==> src/rtl/sim_fetch_ctrl.sv <==
// Fetch sequencer between a PC predictor and the sim_intf reference model.
// Accepts candidate PCs over valid/ready, probes sim_intf one PC per cycle,
// queues confirmed instructions in a small FIFO and redirects the predictor
// on a miss.
// Ports:
//   clk, rst_n                     clock, async active-low reset
//   req_valid/req_pc/req_ready     candidate PC channel from the predictor
//   flush/redirect_pc              one-cycle restart pulse to the predictor
//   probe_en/pc_try                probe to sim_intf
//   pc_factual/insn/miss           sim_intf response for the current probe
//   out_valid/out_pc/out_insn      committed instruction (FIFO head)
//   out_ready                      consumer pop
//   hit_count/miss_count           saturating probe statistics
module sim_fetch_ctrl #(
  parameter logic [63:0] START_PC   = 64'h0000_0000_8000_0000,
  parameter int unsigned FIFO_DEPTH = 4
) (
  input  logic        clk,
  input  logic        rst_n,
  input  logic        req_valid,
  input  logic [63:0] req_pc,
  output logic        req_ready,
  output logic        flush,
  output logic [63:0] redirect_pc,
  output logic        probe_en,
  output logic [63:0] pc_try,
  input  logic [63:0] pc_factual,
  input  logic [31:0] insn,
  input  logic        miss,
  output logic        out_valid,
  output logic [63:0] out_pc,
  output logic [31:0] out_insn,
  input  logic        out_ready,
  output logic [31:0] hit_count,
  output logic [31:0] miss_count
);

  localparam int unsigned PTR_W = $clog2(FIFO_DEPTH);
  localparam int unsigned CNT_W = PTR_W + 1;

  typedef enum logic [1:0] {ST_BOOT, ST_RUN, ST_FLUSH} state_t;

  state_t state, nxt_state;

  logic [63:0] mem_pc   [FIFO_DEPTH];
  logic [31:0] mem_insn [FIFO_DEPTH];
  logic [PTR_W-1:0] rd_ptr, wr_ptr, nxt_rd, nxt_wr;
  logic [CNT_W-1:0] count, nxt_count;

  logic        nxt_probe_en, nxt_flush, nxt_req_ready, nxt_out_valid;
  logic [63:0] nxt_pc_try, nxt_redirect, nxt_out_pc;
  logic [31:0] nxt_out_insn, nxt_hit_count, nxt_miss_count;
  logic        push, pop, hit, mis, accept;

  // State register
  always_ff @(posedge clk or negedge rst_n) begin
    if (!rst_n) state <= ST_BOOT;
    else        state <= nxt_state;
  end

  // Next-state and next-output logic
  always_comb begin
    nxt_state      = state;
    nxt_probe_en   = 1'b0;
    nxt_pc_try     = pc_try;
    nxt_flush      = 1'b0;
    nxt_redirect   = redirect_pc;
    accept         = 1'b0;
    push           = 1'b0;
    hit            = 1'b0;
    mis            = 1'b0;
    pop            = out_valid && out_ready;
    nxt_out_pc     = out_pc;
    nxt_out_insn   = out_insn;

    // Probe resolution; sim_intf inputs are only meaningful while probing
    if (probe_en) begin
      if (!miss) begin
        push = 1'b1;
        hit  = 1'b1;
      end else begin
        mis  = 1'b1;
      end
    end

    case (state)
      // Registered flush rises on the first edge out of reset, then RUN
      ST_BOOT: begin
        nxt_redirect = START_PC;
        if (flush) nxt_state = ST_RUN;
        else       nxt_flush = 1'b1;
      end
      ST_RUN: begin
        accept = req_valid && req_ready;
        if (accept) begin
          nxt_probe_en = 1'b1;
          nxt_pc_try   = req_pc;
        end
        // A miss squashes whatever was accepted alongside it
        if (mis) begin
          nxt_probe_en = 1'b0;
          nxt_redirect = pc_factual;
          nxt_flush    = 1'b1;
          nxt_state    = ST_FLUSH;
        end
      end
      ST_FLUSH: nxt_state = ST_RUN;
      default:  nxt_state = ST_BOOT;
    endcase

    nxt_rd    = rd_ptr + PTR_W'(pop);
    nxt_wr    = wr_ptr + PTR_W'(push);
    nxt_count = CNT_W'(count + CNT_W'(push) - CNT_W'(pop));

    // One slot is reserved for every probe in flight
    nxt_req_ready = (nxt_state == ST_RUN) &&
                    ((32'(nxt_count) + 32'(nxt_probe_en)) < FIFO_DEPTH);

    // Head register: the pushed entry becomes head when it lands in an empty queue
    nxt_out_valid = (nxt_count != '0);
    if (push && (nxt_count == CNT_W'(1))) begin
      nxt_out_pc   = pc_try;
      nxt_out_insn = insn;
    end else if (nxt_count != '0) begin
      nxt_out_pc   = mem_pc[nxt_rd];
      nxt_out_insn = mem_insn[nxt_rd];
    end

    nxt_hit_count  = (hit && (hit_count != 32'hFFFF_FFFF)) ? hit_count + 32'd1 : hit_count;
    nxt_miss_count = (mis && (miss_count != 32'hFFFF_FFFF)) ? miss_count + 32'd1 : miss_count;
  end

  // Registered outputs and FIFO pointers
  always_ff @(posedge clk or negedge rst_n) begin
    if (!rst_n) begin
      probe_en    <= 1'b0;
      pc_try      <= '0;
      req_ready   <= 1'b0;
      flush       <= 1'b0;
      redirect_pc <= START_PC;
      rd_ptr      <= '0;
      wr_ptr      <= '0;
      count       <= '0;
      out_valid   <= 1'b0;
      out_pc      <= '0;
      out_insn    <= '0;
      hit_count   <= '0;
      miss_count  <= '0;
    end else begin
      probe_en    <= nxt_probe_en;
      pc_try      <= nxt_pc_try;
      req_ready   <= nxt_req_ready;
      flush       <= nxt_flush;
      redirect_pc <= nxt_redirect;
      rd_ptr      <= nxt_rd;
      wr_ptr      <= nxt_wr;
      count       <= nxt_count;
      out_valid   <= nxt_out_valid;
      out_pc      <= nxt_out_pc;
      out_insn    <= nxt_out_insn;
      hit_count   <= nxt_hit_count;
      miss_count  <= nxt_miss_count;
    end
  end

  // FIFO storage, no reset needed
  always_ff @(posedge clk) begin
    if (push) begin
      mem_pc[wr_ptr]   <= pc_try;
      mem_insn[wr_ptr] <= insn;
    end
  end

endmodule

==> config.mk <==
export PLATFORM = sky130hd
export DESIGN_NAME = sim_fetch_ctrl
export DESIGN_NICKNAME = d
export VERILOG_FILES = /design/src/rtl/sim_fetch_ctrl.sv
export SDC_FILE = /design/constraint.sdc
export NUM_CORES = 1
export LEC_CHECK = 0
export ABC_CLOCK_PERIOD_IN_PS = 17000
export BUFFER_PORTS_ARGS = -buffer_cell sky130_fd_sc_hd__buf_2
export CORE_MARGIN = 4
export CORE_UTILIZATION = 55
export DETAILED_ROUTE_END_ITERATION = 7
export GPL_ROUTABILITY_DRIVEN = 1
export MAX_ROUTING_LAYER = met4
export PLACE_DENSITY = 0.79
export SLEW_MARGIN = 20
export SYNTH_ARGS = -nofsm -noshare
export SYNTH_HDL_FRONTEND = slang
export SYNTH_SLANG_ARGS = --single-unit
==> constraint.sdc <==
create_clock -name clk -period 17 [get_ports clk]
set_clock_uncertainty 0.05 [all_clocks]
set_input_delay 2.55 -clock clk [delete_from_list [all_inputs] [get_ports clk]]
set_output_delay 2.55 -clock clk [all_outputs]
set_load 0.02 [all_outputs]
Word level (Yosys, flattened, before mapping)
Memory sizes are Yosys's and may differ from the RTL's. Index checks and enable logic that the tools add are counted.

Eq/ne operators: 7. Reduce and logical (&&, ||, !) cells: 12. Mux-type cells: 21. Order comparisons: 1. Add/subtract/negate cells: 7.

Operators by type and width (count): 2-to-1 mux 64 bit (3); one-hot mux 64 bit (2 select lines) (1); adder 32 x 1 -> 32 bit (second input constant) (2); 2-to-1 mux 32 bit (2); inequality test 32 bit (second input constant) (2); 2-to-1 mux 1 bit (11); logical AND 1 bit (6); one-hot mux 2 bit (3 select lines) (1); adder 2 x 1 -> 2 bit (2); adder 3 x 1 -> 4 bit (1); == test 2 x 1 -> 1 bit (second input constant) (2); less-than comparator 4 x 3 -> 1 bit (second input constant) (1); 2-to-1 mux 2 bit (2); AND reduction 2 bit (2); nonzero test 2 bit (2); adder 3 x 1 -> 3 bit (1); == test 3 x 1 -> 1 bit (second input constant) (1); nonzero test 3 bit (1); subtractor 3 x 1 -> 3 bit (1); == test 2 bit (second input constant) (1); zero test 2 bit (1); inequality test 2 bit (second input constant) (1); one-hot mux 1 bit (2 select lines) (1).

Output and inout port bits: 292. Word-level logic and storage cells: 64. Bits in registers: 301. Memory bits (writable): 384. Memories: 2.

Memory list: mem_pc (words 4, bits a word 64, rd ports 1, clocked after memory_dff 0, wr ports 1, RTL line 45) `logic [63:0] mem_pc [FIFO_DEPTH];`; mem_insn (words 4, bits a word 32, rd ports 1, clocked after memory_dff 0, wr ports 1, RTL line 46) `logic [31:0] mem_insn [FIFO_DEPTH];`.

Depth between registers and ports, before layout
Gate-level depths: netlist of the first run.

Depth after elaboration: 7. Mapped depth: 14.

Least setup slack after synthesis of the first run
Ideal clock, no wire load.

Path type: input -> register. Start: input port miss. End: memory mem_insn[2][0], enable pin. Required time: 16.262 ns. Stages on the path: 3. Arrival time: 9.817 ns. Setup time: 0.688 ns. Slack: 6.445 ns. Path through: nand2b_1 > buf_2 > nor3b_1.

Cells in the longest elaborated chain, start to end: 4.

RTL lines: start, declared (RTL line 29) `input logic miss,`; 2-to-1 mux 1 bit (RTL line 78) `if (!miss) begin`; 2-to-1 mux 1 bit (RTL line 77) `if (probe_en) begin`; 2-to-1 mux 1 bit (RTL line 168) `if (push) begin`; 2-to-1 mux 1 bit (not written as such) (RTL line 170) `mem_insn[wr_ptr] <= insn;`; end, declared (RTL line 46).

Every way passes these cells.

Worst setup path in the final report of the first run
Start: input port miss. End: register out_pc[60].

Cells in the longest elaborated chain, start to end: 7.

RTL lines: 2-to-1 mux 1 bit * (RTL line 78); 2-to-1 mux 1 bit * (RTL line 77); adder 3 x 1 -> 3 bit * (RTL line 113) `nxt_count = CNT_W'(count + CNT_W'(push) - CNT_W'(pop));`; subtractor 3 x 1 -> 3 bit * (RTL line 113); named net nxt_count[2] (RTL line 48) `logic [CNT_W-1:0] count, nxt_count;`; == test 3 x 1 -> 1 bit (RTL line 121) `if (push && (nxt_count == CNT_W'(1))) begin`; logical AND 1 bit (RTL line 121); 2-to-1 mux 64 bit / nonzero test 2 bit (equally long branches); end signal, assigned (RTL line 159) `out_pc <= nxt_out_pc;`; end, declared (RTL line 31) `output logic [63:0] out_pc,`.

Mark *: on every way through the listed nets, which the timed path passes. The rest lies on a longest branch. A chain may end at the register's enable or synchronous reset.

==> results.yml, run 1 <==
worst_setup_path:
  critical_path.endpoint_type: "register"
  timing.critical_path.fanout_max: 60
  timing.critical_path.arrival_ns: 6.79
  worst-setup-path-type: "in -> reg"
  critPathLaunchType: "input port"
  cp_max_stage_cell: "sky130_fd_sc_hd__nor2_4"
  worstPathBufferInverterCount: 4
  worst_path_largest_cell_delay_ns: 0.86
  crit_family: "simple AND/OR/NAND/NOR gates"
  cp.required_ns: 17.47
  timing.critical_path.cells: "buf_2 -> nand2b_1 -> ha_1 -> inv_1 -> ha_1 -> inv_1 -> fa_1 -> xnor2_2 -> xnor2_2 -> or2_1 -> nor2_4 -> buf_4 -> a221o_1"
clock_tree:
  cts-root-to-sink-buffers: 3
  tritoncts: "yes"
  post_cts_resized: 0
  cts_made_buffers: 68
  count_of_hold_buffers_inserted_by_post_cts_repair: 0
  cts.root.buffer_cell: "sky130_fd_sc_hd__clkbuf_16"
  htree_num_levels: 3
  clock_sinks: 685
  clk_transition_reported_paths_ns: 0.06
  clock_latency_reported_for_the_late_side_of_the_worst_skew_pair_ns: 0.59
  number_of_buffers_inserted_by_post_cts_setup_repair: 0
run_status:
  run_status: "complete, no violations"
floorplanning:
  placeableCoreArea_mm2: 0.0468
  die-width_um: 226
  overall_die_area_mm2: 0.0511
  die_h_um: 226
  design.portCount: 457
  rows: 79
  effective_utilization_at_floorplan: 0.559
global_routing:
  first_global_vias: 16000
  grt_start_max_net_pins: 98
  global_route_wire_length_before_repair_um: 95700
  grtUsageTotal: 0.254
  globalRouteOverflowTotal: 0
  grt_antenna_before_repair: 8
finish:
  layout.filler_cells: 3155
  finalNetCount: 2069
  area_delta_synth_final_pct: 20.1
  utilization: 0.671
  final_layout_size_suffix_gt1_frac: 0.392
pwr:
  total_power_per_unit_cell_area_mw_per_mm2: 191
  leakage_component_of_the_power_nw: 12.8
  vdd_ir_drop_max_mv: 0.151
synth:
  synthesis.nets: 1597
  synth_cell_types: 53
  seq_area_frac_synth: 0.729
  syn_avg_cell_area_um2: 18.3
  syn-cell-area_mm2: 0.0261
  ys_ff_latch: 685
  number_of_cells_produced_by_synthesis: 1425
  synth.area.top_cells: "sky130_fd_sc_hd__edfxtp_1, sky130_fd_sc_hd__dfrtp_1, sky130_fd_sc_hd__mux4_2, sky130_fd_sc_hd__a221o_1, sky130_fd_sc_hd__mux2_2"
  synth_top_area_frac: 0.441
  ys_warn_count: 0
  yosysTopAreaCell: "sky130_fd_sc_hd__edfxtp_1"
drt:
  postRouteAntennaNets: 0
  detailedRoute.firstIterationViolations: 1243
  dr_total_vias: 15200
  post-route-drc-count: 0
  1st_pass_router_iterations: 5
  average_wire_per_standard_cell_um: 24.5
  post_drt_via_cell_ratio: 5.91
  totalWireLength_um: 62900
timing:
  timing_worst_slew_pin_value_ns: 1.11
  finalCritPeriodShare: 0.372
  report.final.hold_viol_count: 0
  layout_setup_ws_ns: 10.67
  final-setup-viol-count: 0
  fmaxAchievable_mhz: 158
  layout_min_cycle_time_ns: 6.33
  maxSlewViolCount: 0
  timing.setup.tns_ns: 0
  worst_slew_margin_rel: 0.257
  grt_setup_unrepaired: "no"
place:
  routability_congestion: 0.877
  preCtsSetupSlack_ns: 10.08
  port_buffers: 456
  post-dp-hpwl_um: 38800
job:
  drv.max_cap_violation_count: 0
hold_path:
  holdCritPathClass: "reg -> reg"
## worst reg2reg max path, stage by stage, from the launching register on
cell	delay, ns
sky130_fd_sc_hd__dfrtp_1	0.41
sky130_fd_sc_hd__nand2b_1	0.49
sky130_fd_sc_hd__ha_1	0.36
sky130_fd_sc_hd__inv_1	0.06
sky130_fd_sc_hd__ha_1	0.12
sky130_fd_sc_hd__inv_1	0.05
sky130_fd_sc_hd__fa_1	0.40
sky130_fd_sc_hd__xnor2_2	0.16
sky130_fd_sc_hd__xnor2_2	0.18
sky130_fd_sc_hd__or2_1	0.30
sky130_fd_sc_hd__nor2_4	0.86
sky130_fd_sc_hd__buf_4	0.78
sky130_fd_sc_hd__a221o_1	0.34
## Yosys cell counts, drive strengths merged
cell	instances
xor2	15
nor2	19
fa	1
and3	15
nor4b	1
o21ai	1
mux2	66
nand3b	2
dfrtp	300
clkbuf	39
a21o	1
o2111ai	1
nor3b	2
a31oi	1
o2111a	1
nand2b	4
mux2i	1
dfstp	1
a22o	63
or2	3
buf	36
nand4	29
a211oi	1
o211ai	1
mux4	96
or4	2
edfxtp	384
a221o	96
nor2b	96
and4	11
a311oi	1
nor3	9
xnor2	48
nand2	20
ha	6
and2	10
nor4	1
nand4b	1
inv	11
o21a	1
a41oi	1
a21oi	4
nand3	22
o22ai	1
## per-layer routing
layer	vias up	track usage	wire length (um)	part of all wire
met2	629	0.406	31400	0.50
met1	7823	0.326	25000	0.40
met5	-	-	0	0
met4	0	0.0824	1610	0.026
li1	6600	-	-	-
met3	109	0.0640	4950	0.079
## cell usage in the layout (no fill, tap or decap), types with 5 or more instances in the layout
cell type	n
sky130_fd_sc_hd__nand3_1	21
sky130_fd_sc_hd__mux2_2	66
sky130_fd_sc_hd__and3_1	14
sky130_fd_sc_hd__nand2_1	20
sky130_fd_sc_hd__buf_2	455
sky130_fd_sc_hd__nor2_1	15
sky130_fd_sc_hd__clkbuf_16	72
sky130_fd_sc_hd__and4_1	11
sky130_fd_sc_hd__edfxtp_1	384
sky130_fd_sc_hd__diode_2	7
sky130_fd_sc_hd__nand4_1	29
sky130_fd_sc_hd__dfrtp_1	300
sky130_fd_sc_hd__clkinv_1	9
sky130_fd_sc_hd__clkinv_2	11
sky130_fd_sc_hd__xnor2_1	46
sky130_fd_sc_hd__nor3_1	6
sky130_fd_sc_hd__bufinv_16	6
sky130_fd_sc_hd__buf_4	17
sky130_fd_sc_hd__xor2_1	14
sky130_fd_sc_hd__clkbuf_1	12
sky130_fd_sc_hd__a221o_1	96
sky130_fd_sc_hd__inv_1	11
sky130_fd_sc_hd__ha_1	5
sky130_fd_sc_hd__nor2b_1	96
sky130_fd_sc_hd__a22o_1	63
sky130_fd_sc_hd__mux4_2	96
sky130_fd_sc_hd__and2_1	10
## through the flow
| stage | power [W] | hold slack (ns) | area [um2] | std cells |
|---|---|---|---|---|
| floorplan | 0.00385 | 0.425 | 26100 | 1425 |
| global placement | 0.00447 | 0.399 | 29100 | 2433 |
| detailed placement | 0.00455 | 0.411 | 29100 | 2433 |
| CTS | 0.00606 | 0.433 | 31300 | 2556 |
| global route | 0.00632 | 0.461 | 31400 | 2564 |
| finish | 0.00601 | 0.437 | 31400 | 2564 |
## registers in the layout (all words and copies together), names as in the netlist
name / count
req_ready: 1
out_valid: 1
pc_try: 64
redirect_pc: 64
probe_en: 1
out_pc: 64
mem_insn: 128
out_insn: 32
rd_ptr: 2
wr_ptr: 2
mem_pc: 256
state: 2
miss_count: 32
count: 3
flush: 1
hit_count: 32
## logic make-up after synthesis
kind of cell             share of synthesized area
AO/OA/AOI/OAI                               0.0628
XOR/XNOR                                    0.0217
adder cells (fa/ha/maj)                    0.00364
buffers and inverters                       0.0143
flip-flops                                   0.729
multiplexers                                 0.112
AND/OR/NAND/NOR                             0.0566
## power breakdown
part / internal [W] / leakage (nW) / switching (W)
clock: 0.000884 / 1.09 / 0.000620
sequential: 0.00216 / 7.26 / 0.000298
combinational: 0.000911 / 4.42 / 0.00113
total: 0.00396 / 12.8 / 0.00205
## layout make-up
class | instances | area, um2 | share of cell area
clock buffers | 88 | 1900 | 0.0606
flip-flops and latches | 685 | 19100 | 0.608
multi-input cells | 654 | 6780 | 0.216
repair buffers | 477 | 2460 | 0.0786
clock inverters | 35 | 343 | 0.0109
diodes | 7 | 17.5 | 0.000558
well taps | 607 | 759 | 0.0242
inverters | 11 | 41.3 | 0.00132
## final timing paths
kind,end,depth (start not counted),startpoint,slack (ns)
max,out_pc[60],13,miss,10.67
min reg2reg,flush,1,flush,0.44
min in group asynchronous,out_insn[15],1,rst_n,1.88
max reg2reg,out_pc[60],12,probe_en,12.36
min,flush,1,flush,0.44
max in group asynchronous,out_pc[23],3,rst_n,12.76
Note: power is estimated with default switching activity, not from simulation.
==> inputs of run 2 (changes only) <==
--- a/config.mk
+++ b/config.mk
@@ -5,14 +5,15 @@
 export SDC_FILE = /design/constraint.sdc
 export NUM_CORES = 1
 export LEC_CHECK = 0
-export ABC_CLOCK_PERIOD_IN_PS = 17000
+export ABC_AREA = 1
+export ABC_CLOCK_PERIOD_IN_PS = 5600
 export BUFFER_PORTS_ARGS = -buffer_cell sky130_fd_sc_hd__buf_2
 export CORE_MARGIN = 4
-export CORE_UTILIZATION = 55
+export CORE_UTILIZATION = 51
 export DETAILED_ROUTE_END_ITERATION = 7
 export GPL_ROUTABILITY_DRIVEN = 1
 export MAX_ROUTING_LAYER = met4
-export PLACE_DENSITY = 0.79
+export PLACE_DENSITY = 0.76
 export SLEW_MARGIN = 20
 export SYNTH_ARGS = -nofsm -noshare
 export SYNTH_HDL_FRONTEND = slang
==> constraint.sdc (replaced) <==
create_clock -name clk -period 5.6 [get_ports clk]
set_clock_uncertainty 0.05 [all_clocks]
set_input_delay 0.84 -clock clk [delete_from_list [all_inputs] [get_ports clk]]
set_output_delay 0.84 -clock clk [all_outputs]
set_load 0.02 [all_outputs]
==> run 2 against run 1 <==
- area after synthesis rose by 13%
- first-iteration DRC count rose by 30%
- total power rose to 3.3 times the previous value
- clock-buffer cell count rose by 15
- non-clock buffer count rose by 15
- critical path type is now reg -> reg
==> results.yml, run 2 <==
global_routing:
  first_global_vias: 21200
  grtUsageTotal: 0.243
  grt_antenna_before_repair: 5
  global_route_wire_length_before_repair_um: 117000
  grt_start_max_net_pins: 155
  globalRouteOverflowTotal: 0
worst_setup_path:
  worst-setup-path-type: "reg -> reg"
  timing.critical_path.arrival_ns: 4.42
  timing.critical_path.fanout_max: 69
  timing.critical_path.cells: "inv_1 -> nor2_4 -> inv_1 -> ha_1 -> inv_1 -> ha_1 -> inv_1 -> fa_1 -> inv_1 -> nand2_1 -> nand2_1 -> nand2_1 -> nand2_4 -> nand3_4 -> inv_4 -> buf_4 -> nand2_1 -> nand3_1"
  critPathLaunchType: "register"
  worstPathBufferInverterCount: 7
  critPathMostFrequentCell: "sky130_fd_sc_hd__inv_1"
  critical_path.endpoint_type: "register"
  worst_path_largest_cell_delay_ns: 0.66
  crit_family: "buffers and inverters"
  cp_max_stage_cell: "sky130_fd_sc_hd__inv_4"
  cp.required_ns: 6.08
synth:
  synth_top_area_frac: 0.391
  yosysTopAreaCell: "sky130_fd_sc_hd__edfxtp_1"
  synth_cell_types: 35
  synth_flop_cell: "sky130_fd_sc_hd__edfxtp_1"
  ys_ff_latch: 685
  seq_area_frac_synth: 0.647
  netlist_top_cells_count: "sky130_fd_sc_hd__nand2_1, sky130_fd_sc_hd__edfxtp_1, sky130_fd_sc_hd__dfrtp_1, sky130_fd_sc_hd__inv_1"
  synthesis.nets: 3085
  syn_avg_cell_area_um2: 10.1
  ys_async_sr_fraction: 0.439
  synth.area.top_cells: "sky130_fd_sc_hd__edfxtp_1, sky130_fd_sc_hd__dfrtp_1, sky130_fd_sc_hd__nand2_1, sky130_fd_sc_hd__nand3_1, sky130_fd_sc_hd__o21ai_0"
  synth_edf_count: 384
  ys_warn_count: 0
  syn-cell-area_mm2: 0.0295
  yosys.cell_count.top_type: "sky130_fd_sc_hd__nand2_1"
  number_of_cells_produced_by_synthesis: 2913
floorplanning:
  rows: 87
  die-width_um: 248
  overall_die_area_mm2: 0.0617
  design.portCount: 457
  placeableCoreArea_mm2: 0.0568
  effective_utilization_at_floorplan: 0.519
  die_h_um: 248
place:
  post-dp-hpwl_um: 46000
  placedInstanceArea_mm2: 0.0324
  port_buffers: 456
  routability_congestion: 0.908
clock_tree:
  number_of_buffers_inserted_by_post_cts_setup_repair: 0
  clock_sinks: 685
  clock_latency_reported_for_the_late_side_of_the_worst_skew_pair_ns: 0.59
  htree_num_levels: 3
  clk_transition_reported_paths_ns: 0.06
  cts.root.buffer_cell: "sky130_fd_sc_hd__clkbuf_16"
  tritoncts: "yes"
  count_of_hold_buffers_inserted_by_post_cts_repair: 0
  cts-root-to-sink-buffers: 3
  cts_made_buffers: 71
  post_cts_resized: 0
timing:
  report.final.hold_viol_count: 0
  timing.setup.tns_ns: 0
  worst_slew_margin_rel: 0.363
  layout_min_cycle_time_ns: 3.94
  final-setup-viol-count: 0
  timing.hold.ws_ns: 0.183
  fmaxAchievable_mhz: 254
  timing_worst_slew_pin_value_ns: 0.956
  maxSlewViolCount: 0
  finalCritPeriodShare: 0.704
  grt_setup_unrepaired: "no"
drt:
  detailedRoute.firstIterationViolations: 1621
  post-route-drc-count: 0
  postRouteAntennaNets: 0
  dr_total_vias: 22100
  average_wire_per_standard_cell_um: 18.1
  1st_pass_router_iterations: 8
  post_drt_via_cell_ratio: 5.33
  totalWireLength_um: 74900
finish:
  top_register_by_number_of_flip_flops: "mem_pc"
  finalInstanceArea_mm2: 0.0349
  largest_reg_flops: 256
  mostFrequentLayoutCells: "sky130_fd_sc_hd__nand2_1, sky130_fd_sc_hd__buf_2, sky130_fd_sc_hd__edfxtp_1"
  final_layout_size_suffix_gt1_frac: 0.203
  area_delta_synth_final_pct: 18.4
  finalNetCount: 3497
  reg_top3: "mem_pc (256), mem_insn (128)"
  layout_commonest_cell: "sky130_fd_sc_hd__nand2_1"
job:
  drv.max_cap_violation_count: 0
pwr:
  vdd_ir_drop_max_mv: 0.444
  total_power_per_unit_cell_area_mw_per_mm2: 562
  leakage_component_of_the_power_nw: 15.9
run_status:
  run_status: "complete, no violations"
hold_path:
  holdCritPathClass: "in -> async"
## run 2: area by class of cell
type | count | area [um2]
clock buffers | 103 | 2050
multi-input cells | 1798 | 8720
repair buffers | 492 | 2630
flip-flops and latches | 685 | 19100
diodes | 5 | 12.5
well taps | 756 | 946
fillers | 4560 | 21900
inverters | 277 | 1050
clock inverters | 29 | 437
## run 2: logic make-up after synthesis
family | Yosys count | synth area share
simple gates | 1417 | 0.202
fa+ha+maj | 7 | 0.00322
compound gates | 291 | 0.0576
flops | 685 | 0.647
mux | 56 | 0.0214
xor+xnor | 27 | 0.00827
buf+inv | 430 | 0.0612
## run 2: power by group
| part | internal, W | switching (W) | total [W] | leakage (nW) |
|---|---|---|---|---|
| logic | 0.00219 | 0.00499 | 0.00718 | 7.42 |
| clock network | 0.00298 | 0.00193 | 0.00492 | 1.21 |
| registers | 0.00661 | 0.000903 | 0.00751 | 7.29 |
## run 2: final timing paths
| check | from | end | slack (ns) | cells past startpoint |
|---|---|---|---|---|
| max | probe_en | out_pc[9] | 1.66 | 18 |
| min | rst_n | miss_count[1] | 0.18 | 1 |
| max reg2reg | probe_en | out_pc[9] | 1.66 | 18 |
| min reg2reg | redirect_pc[31] | redirect_pc[31] | 0.43 | 2 |
| max in group asynchronous | rst_n | pc_try[53] | 3.98 | 2 |
| min in group clk | insn[25] | mem_insn[2][25] | 0.42 | 1 |
## run 2: per-stage QoR
| stage | worst slack [ns] | instances | utilization | power (W) |
|---|---|---|---|---|
| 2_1_floorplan | -0.183 | 2913 | - | 0.0123 |
| 3_3_place_gp | 1.24 | 4008 | 0.570 | 0.0146 |
| 3_5_place_dp | 1.20 | 4008 | 0.570 | 0.0148 |
| 4_1_cts | 1.69 | 4140 | 0.614 | 0.0198 |
| 5_1_grt | 1.40 | 4145 | 0.614 | 0.0208 |
| 6_report | 1.66 | 4145 | 0.614 | 0.0196 |
## run 2: metal layers
layer  vias to the layer above  track usage  wire length [um]  share of wire
li1                      10500            -                 -              -
met1                     10500        0.315             30700           0.41
met2                       892        0.390             36100           0.48
met3                       141       0.0533              6260          0.084
met4                         0       0.0750              1830          0.024
met5                         -            -                 0              0
